[src/rtl/seven_segment_scanner.sv]
`default_nettype none
// ============================================================================
//  Module      : seven_segment_scanner
//  Description : Time-multiplexed scanner for a NUM_DIGITS seven-segment
//                display. Each digit gets an all-off guard interval and then
//                a show interval. New values are double-buffered and are
//                applied only at frame boundaries. Leading-zero blanking and
//                output polarity are selectable at run time.
//  Revision    : 1.0 - initial release
// ============================================================================
module seven_segment_scanner #(
   parameter int NUM_DIGITS   = 4,
   parameter int SHOW_CYCLES  = 50000,
   parameter int GUARD_CYCLES = 1000
) (
   input  logic                      i_CLK,
   input  logic                      i_RESET,
   input  logic                      i_LOAD,
   input  logic [4*NUM_DIGITS-1:0]   i_VALUE,
   input  logic [NUM_DIGITS-1:0]     i_DOT_MASK,
   input  logic                      i_BLANK_LEADING,
   input  logic                      i_COMMON_ANOD,
   output logic [3:0]                o_DIGIT_NUMBER,
   output logic [NUM_DIGITS-1:0]     o_DIGIT_ENABLE,
   output logic                      o_DOT,
   output logic                      o_FRAME_DONE
);

   localparam int MAX_CYCLES = (SHOW_CYCLES > GUARD_CYCLES) ? SHOW_CYCLES : GUARD_CYCLES;
   localparam int CW         = $clog2(MAX_CYCLES + 1);
   localparam int IW         = $clog2(NUM_DIGITS);

   localparam logic [CW-1:0] GUARD_LAST = CW'(GUARD_CYCLES - 1);
   localparam logic [CW-1:0] SHOW_LAST  = CW'(SHOW_CYCLES - 1);
   localparam logic [IW-1:0] IDX_LAST   = IW'(NUM_DIGITS - 1);

   typedef enum logic {
      S_GUARD = 1'b0,
      S_SHOW  = 1'b1
   } state_t;

   state_t                        state_q, state_d;
   logic [IW-1:0]                 idx_q, idx_d;
   logic [CW-1:0]                 cnt_q, cnt_d;

   logic [NUM_DIGITS-1:0][3:0]    disp_val_q;
   logic [NUM_DIGITS-1:0]         disp_dot_q;
   logic [NUM_DIGITS-1:0][3:0]    pend_val_q;
   logic [NUM_DIGITS-1:0]         pend_dot_q;
   logic                          pend_flag_q;
   logic                          frame_done_q;

   logic                          w_boundary;
   logic                          w_nonzero_above;
   logic                          w_blank;
   logic [NUM_DIGITS-1:0]         w_en_act;
   logic                          w_dot_act;

   // Scan sequencer registers: state, digit index and per-interval counter
   always_ff @(posedge i_CLK) begin
      if (i_RESET) begin
         state_q <= S_GUARD;
         idx_q   <= '0;
         cnt_q   <= '0;
      end else begin
         state_q <= state_d;
         idx_q   <= idx_d;
         cnt_q   <= cnt_d;
      end
   end

   // Next-state logic: GUARD -> SHOW on the same digit, SHOW -> GUARD on the next
   always_comb begin
      state_d    = state_q;
      idx_d      = idx_q;
      cnt_d      = cnt_q + 1'b1;
      w_boundary = 1'b0;
      case (state_q)
         S_GUARD: begin
            if (cnt_q == GUARD_LAST) begin
               state_d = S_SHOW;
               cnt_d   = '0;
            end
         end
         S_SHOW: begin
            if (cnt_q == SHOW_LAST) begin
               state_d = S_GUARD;
               cnt_d   = '0;
               if (idx_q == IDX_LAST) begin
                  idx_d      = '0;
                  w_boundary = 1'b1;
               end else begin
                  idx_d = idx_q + 1'b1;
               end
            end
         end
         default: begin
            state_d = S_GUARD;
            idx_d   = '0;
            cnt_d   = '0;
         end
      endcase
   end

   // Double buffer: loads always land in pending; display swaps only at a frame boundary
   always_ff @(posedge i_CLK) begin
      if (i_RESET) begin
         disp_val_q   <= '0;
         disp_dot_q   <= '0;
         pend_val_q   <= '0;
         pend_dot_q   <= '0;
         pend_flag_q  <= 1'b0;
         frame_done_q <= 1'b0;
      end else begin
         frame_done_q <= w_boundary;
         if (w_boundary && pend_flag_q) begin
            disp_val_q <= pend_val_q;
            disp_dot_q <= pend_dot_q;
         end
         // A load coinciding with the boundary keeps the flag so it is applied next frame
         if (i_LOAD) begin
            pend_val_q  <= i_VALUE;
            pend_dot_q  <= i_DOT_MASK;
            pend_flag_q <= 1'b1;
         end else if (w_boundary) begin
            pend_flag_q <= 1'b0;
         end
      end
   end

   // Leading-zero blanking: digit is blank when it and every higher nibble are zero
   always_comb begin
      w_nonzero_above = 1'b0;
      for (int k = 0; k < NUM_DIGITS; k++) begin
         if ((k >= int'(idx_q)) && (disp_val_q[k] != 4'd0)) begin
            w_nonzero_above = 1'b1;
         end
      end
      w_blank = i_BLANK_LEADING && (idx_q != '0) && !w_nonzero_above;
   end

   // Output decode in active-high form, then polarity applied combinationally
   always_comb begin
      w_en_act  = '0;
      w_dot_act = 1'b0;
      if ((state_q == S_SHOW) && !w_blank) begin
         w_en_act[idx_q] = 1'b1;
         w_dot_act       = disp_dot_q[idx_q];
      end
      o_DIGIT_ENABLE = i_COMMON_ANOD ? ~w_en_act  : w_en_act;
      o_DOT          = i_COMMON_ANOD ? ~w_dot_act : w_dot_act;
      // Nibble is presented during GUARD too, so the segment decode settles early
      o_DIGIT_NUMBER = disp_val_q[idx_q];
      o_FRAME_DONE   = frame_done_q;
   end

endmodule
`default_nettype wire

[config.mk]
export PLATFORM = sky130hd
export DESIGN_NAME = seven_segment_scanner
export DESIGN_NICKNAME = d
export VERILOG_FILES = /design/src/rtl/seven_segment_scanner.sv
export SDC_FILE = /design/constraint.sdc
export NUM_CORES = 1
export LEC_CHECK = 0
export BUFFER_PORTS_ARGS = -buffer_cell sky130_fd_sc_hd__buf_2
export CORE_ASPECT_RATIO = 1.1
export CORE_MARGIN = 2
export CORE_UTILIZATION = 34
export CTS_CLUSTER_DIAMETER = 60
export DETAILED_ROUTE_END_ITERATION = 12
export PLACE_DENSITY = 0.51
export REMOVE_ABC_BUFFERS = 1
export SLEW_MARGIN = 10
export SYNTH_ARGS = -nofsm -noshare
export SYNTH_HDL_FRONTEND = slang
export SYNTH_SLANG_ARGS = --single-unit
[constraint.sdc]
create_clock -name i_CLK -period 4.5 [get_ports i_CLK]
set_input_delay 0.225 -clock i_CLK [delete_from_list [all_inputs] [get_ports i_CLK]]
set_output_delay 0.225 -clock i_CLK [all_outputs]
set_load 0.05 [all_outputs]
==> After elaboration in Yosys (flattened, before gate mapping) <==
Cells that the tools add are included.
{ "totals": {"reg_bits": 61, "inputBits": 25, "output_inout_bits": 10, "word_cells": 71} }
{ "classes": {"add_sub_neg": 2, "magnitude_cmp": 5, "eq_ne": 3, "n_mux": 26, "bitwise_logic": 3, "reduce_logical": 17} }
{ "op_table": {"columns": ["cell", "n"], "rows": [
  ["$mux 16", 2],
  ["$pmux 16 s2", 1],
  ["$add 16x1->16 const B", 1],
  ["$eq 16x10->1 const B", 1],
  ["$eq 16x16->1 const B", 1],
  ["$reduce_bool 4->1", 4],
  ["$mux 1", 15],
  ["$mux 4", 3],
  ["$bmux 4 s2", 1],
  ["$logic_and 1x1->1", 8],
  ["$ge 1x2->1 const A", 2],
  ["$not 4->4", 1],
  ["$reduce_bool 2->1", 2],
  ["$lt 2x3->1 const B", 1],
  ["$add 2x1->2 const B", 1],
  ["$bmux 1 s2", 1],
  ["$demux 1 s2", 1],
  ["$eq 2x2->1 const B", 1],
  ["$ge 2x1->1 const B", 1],
  ["$ge 2x2->1 const A", 1],
  ["$logic_not 1->1", 2],
  ["$mux 2", 1],
  ["$not 1->1", 2],
  ["$pmux 1 s2", 1],
  ["$reduce_and 2->1", 1]
]} }

==> Longest topological paths before layout <==
{ "depth": {"word_depth": 13, "mapped_depth": 7, "depth_no_buf": 6} }

==> Least setup slack after synthesis <==
OpenSTA, ideal clock, no wires.
{ "synth_path": {"kind": "flip-flop to output port", "start": "register idx_q[1]", "end": "output o_DOT", "t_arrival_ps": 2092, "t_required_ps": 4275, "path_slack_ps": 2183, "stages_incl_launch_ff": 8, "n_path_buf": 1, "path_cell_list": "dfxtp_1 > clkbuf_1 > inv_1 > ha_1 > nor2b_1 > o2111ai_1 > o211ai_1 > xnor2_1"} }
{ "synth_between": {"elab_chain_cells": 13, "elab_cells_between_ends": 21, "cone_classes": "order compare: 3; mux: 8; bitwise: 1; reduce/logical: 9"} }
{ "synth_lines": {"columns": ["element", "line_no", "source"], "rows": [
  ["start, declared", "43", "logic [IW-1:0] idx_q, idx_d;"],
  ["start signal, assigned", "67", "idx_q <= idx_d;"],
  ["$ge 1x2->1", "135", "if ((k >= int'(idx_q)) && (disp_val_q[k] != 4'd0)) begin"],
  ["$logic_and 1x1->1", "135", null],
  ["$mux 1 (4 in a row)", "135", null],
  ["$logic_not 1->1", "139", "w_blank = i_BLANK_LEADING && (idx_q != '0) && !w_nonzero_above;"],
  ["$logic_and 1x1->1", "139", null],
  ["$logic_not 1->1", "146", "if ((state_q == S_SHOW) && !w_blank) begin"],
  ["$logic_and 1x1->1", "146", null],
  ["$mux 1 *", "146", null],
  ["$not 1->1", "151", "o_DOT = i_COMMON_ANOD ? ~w_dot_act : w_dot_act;"],
  ["$mux 1 *", "151", null],
  ["end, declared", "25", "output logic o_DOT,"]
]} }
Mark *: on every way between the ends. The rest lies on a longest branch, timed or not. The select of a mux whose other input is x is not followed.

==> Worst setup path after layout <==
{ "layout_path": {"start": "register idx_q[0]", "end": "output o_DIGIT_ENABLE[2]"} }
{ "layout_between": {"elab_chain_cells": 13, "elab_cells_between_ends": 24, "cone_classes": "order compare: 5; mux: 8; bitwise: 1; reduce/logical: 10"} }
{ "layout_lines": {"columns": ["element", "line_no", "source"], "rows": [
  ["$ge 1x2->1", "135", null],
  ["$logic_and 1x1->1", "135", null],
  ["$mux 1 (4 in a row)", "135", null],
  ["$logic_not 1->1", "139", null],
  ["$logic_and 1x1->1", "139", null],
  ["$logic_not 1->1", "146", null],
  ["$logic_and 1x1->1", "146", null],
  ["$mux 4 *", "146", null],
  ["$not 4->4", "150", "o_DIGIT_ENABLE = i_COMMON_ANOD ? ~w_en_act : w_en_act;"],
  ["$mux 4 *", "150", null],
  ["end, declared", "24", "output logic [NUM_DIGITS-1:0] o_DIGIT_ENABLE,"]
]} }
Mark *: on every way between the ends. The rest lies on a longest branch, timed or not.

==> impl_metrics.env <==
export IMPL_status="complete, no violations"
export IMPL_ys_flop_type="dfxtp_1"
export IMPL_hold_buffers=0
export IMPL_vias=2148
export IMPL_finalWeightedCongestion=0.7736
export IMPL_netlist_area_leader_share=0.4361
export IMPL_hold_class="in2reg"
export IMPL_rr_worst_depth=5
export IMPL_path_class="reg2out"
export IMPL_cpMaxStageDelayCell="dfxtp_1"
export IMPL_drc=0
export IMPL_postLayoutCoreUtil=0.4000
export IMPL_postCtsSetupRepairBufs=0
export IMPL_drt_pass1_iter_count=4
export IMPL_crit_path_max_fanout=11
export IMPL_cpMostUsedCell="inv_1"
export IMPL_num_antenna_cells=0
export IMPL_syn_inst=298
export IMPL_synth_edf_count=0
export IMPL_clkSinkCount=61
export IMPL_pwr_share_clk=0.429
export IMPL_die_height_microns=99.18
export IMPL_grt_pass1_wl_microns=10490
export IMPL_ys_types=41
export IMPL_num_io_pins=35
export IMPL_ys_ff_latch=61
export IMPL_cts_buffer_depth=2
export IMPL_cts_made_buffers=9
export IMPL_p_switching_uw=257.1
export IMPL_cts_resized=0
export IMPL_track_usage=0.1471
export IMPL_vias_per_cell=4.984
export IMPL_ctsHtreeMaxLevel=3
export IMPL_yosysWarnings=0
export IMPL_synthTopCellsByCount="dfxtp_1, nor2_1, nand4_1, a21oi_1, mux2i_1"
export IMPL_p_leak_uw=0.001249
export IMPL_use_met3=0.03864
export IMPL_skew_ns=0.008811
export IMPL_post_drt_wl_per_cell_microns=14.03
export IMPL_fmaxAchievable_mhz=382.7
export IMPL_start_util=0.3520
export IMPL_die_w_microns=90.53
export IMPL_period_share=0.5807
export IMPL_finalSetupViolCount=0
export IMPL_cts_root_buf="clkbuf_8"
export IMPL_fin_ws_ns=1.887
export IMPL_grt_setup_unrepaired="false"
export IMPL_wirelength_microns=6047
export IMPL_core_rowCount=34
export IMPL_synth_seq_area_share=0.4361
export IMPL_avgSynthCellArea_sq_um=9.397
export IMPL_postPlaceCellArea_sq_um=2990
export IMPL_core_region_area_sq_um=7955
export IMPL_end_kind="output port"
export IMPL_grtUsageMet2=0.2233
export IMPL_placement_io_buffers=34
export IMPL_r2r_end="cnt_q[8]"
export IMPL_cap_violations=0
export IMPL_swShare=0.2358
export IMPL_grt_start_max_net_pins=47
export IMPL_dieArea_sq_um=8979
export IMPL_max_slew_margin=0.4272
export IMPL_min_delay_start="i_VALUE[10]"
export IMPL_netlist_area_sq_um=2800
export IMPL_grt_util_met1=0.1946
export IMPL_arrival_ns=2.39
export IMPL_async_flop_share=0
export IMPL_reg2reg_slack_ns=2.29
export IMPL_synth_largest_area_cell="dfxtp_1"
export IMPL_critPathRequiredTime_ns=4.28
export IMPL_overflow=0
export IMPL_path_delay_family="flip-flops"
export IMPL_path_buf_inv=3
export IMPL_antenna_found_initial=0
export IMPL_cts_clk_slew_worst_paths_ns=0.07
export IMPL_area_growth_pct=13.63
export IMPL_yosysMostFrequentCell="dfxtp_1"
export IMPL_vdd_drop_max_mv=0.1278
export IMPL_r2r_start="cnt_q[0]"
export IMPL_min_path_cells=3
export IMPL_drive_above_1_share=0.1950
export IMPL_postLayoutCellArea_sq_um=3182
export IMPL_post_place_cells=415
export IMPL_fin_nets=349
export IMPL_dpl_worst_slack_ns=2.231
export IMPL_cp_start_kind="flop"
export IMPL_hpwl_microns=4025
export IMPL_min_to="pend_val_q[10]"
export IMPL_pwr_share_seq=0.515
export IMPL_grt_pass1_vias=2144
export IMPL_worst_pin_slew_ns=0.8592
export IMPL_cts_tree="done"
export IMPL_synthTopCellsByArea="dfxtp_1, mux2i_1, nand4_1, nor2_1, a21oi_1"
export IMPL_drt_iter0_markers=77
export IMPL_tns_ns=0
export IMPL_top_usage_layer="met2"
export IMPL_drv_slew=0
export IMPL_antenna_left=0
export IMPL_min_period_ns=2.613
export IMPL_hold_viol=0
export IMPL_cpPeakStageDelay_ns=0.65
export IMPL_path_cells="inv_1 -> ha_1 -> inv_1 -> o2111ai_1 -> o211ai_1 -> xnor2_1 -> buf_2"
export IMPL_p_int_uw=833.1
export IMPL_p_per_area_nw_per_um2=342.6
export IMPL_clk_latency_ns=0.34
export IMPL_fin_cells=431
export IMPL_combPwrFrac=0.056
logic make-up after synthesis:
| logic type | after synthesis | synth area share |
|---|---|---|
| compound gates | 56 | 0.1117 |
| xor+xnor | 16 | 0.05004 |
| fa+ha+maj | 6 | 0.02681 |
| buf+inv | 34 | 0.05317 |
| flops | 61 | 0.4361 |
| mux | 27 | 0.1189 |
| simple gates | 98 | 0.2033 |
sequential cells by signal (all words and copies together) (netlist names):
name and count:
idx_q 2, pend_val_q 16, state_q 1, disp_val_q 16, cnt_q 16, o_FRAME_DONE 1
pend_flag_q 1, disp_dot_q 4, pend_dot_q 4
worst max-delay path by stage:
stage               startpoint           endpoint  slack [ns]  cells past startpoint
floorplan             idx_q[0]  o_DIGIT_ENABLE[0]        2.12                      5
finish                idx_q[0]  o_DIGIT_ENABLE[2]        1.89                      7
detailed placement    idx_q[0]  o_DIGIT_ENABLE[2]        2.23                      7
global placement      idx_q[0]              o_DOT        2.27                      7
global route          idx_q[0]  o_DIGIT_ENABLE[3]        1.66                      7
CTS                   idx_q[0]  o_DIGIT_ENABLE[2]        1.85                      7
cell type report:
type                            count  area, sq um
Inverter                            9        33.78
Clock buffer                       10        127.6
Clock inverter                      6        63.81
Fill cell                         845         4773
Multi-Input combinational cell    203         1430
Tap cell                          108        135.1
Sequential cell                    61         1221
Timing Repair Buffer               34        170.2
metal layers:
| layer | vias to the layer above | routed length (microns) |
|---|---|---|
| met3 | 10 | 205 |
| met4 | 0 | 146 |
| met1 | 991 | 3010 |
| met2 | 32 | 2685 |
| met5 | - | 0 |
| li1 | 1115 | - |
cell usage in the layout (no fill, tap or decap), types with 6 or more instances in the layout:
master | netlist | final
a21oi_1 | 24 | 24
nor2_1 | 39 | 39
nand4_1 | 25 | 25
clkbuf_8 | 0 | 9
dfxtp_1 | 61 | 61
o21ai_0 | 20 | 20
mux2i_1 | 22 | 22
ha_1 | 6 | 6
xnor2_1 | 10 | 10
inv_1 | 9 | 9
xor2_1 | 6 | 6
buf_2 | 8 | 34
per-stage QoR:
stage / hold WS (ns) / total power (uW)
final: 0.1164 / 1090
after floorplan: 0.2941 / 605.0
after CTS: 0.1027 / 1107
after global placement: 0.4234 / 634.3
after global routing: 0.1150 / 1141
after detailed placement: 0.4343 / 635.6
power by group through the flow:
stage               logic (uW)  clock network, uW  registers, uW
CTS                       62.4                484            561
finish                    61.2                468            561
global route              67.9                510            563
global placement          61.0                  0            573
floorplan                 34.1                  0            571
detailed placement        62.2                  0            573
tightest hold or removal path, cell delays in order:
cell     delay (ns)
buf_2          0.07
mux2i_1        0.05
nor2_1         0.07
No activity file was read; power rests on OpenSTA's default activity.
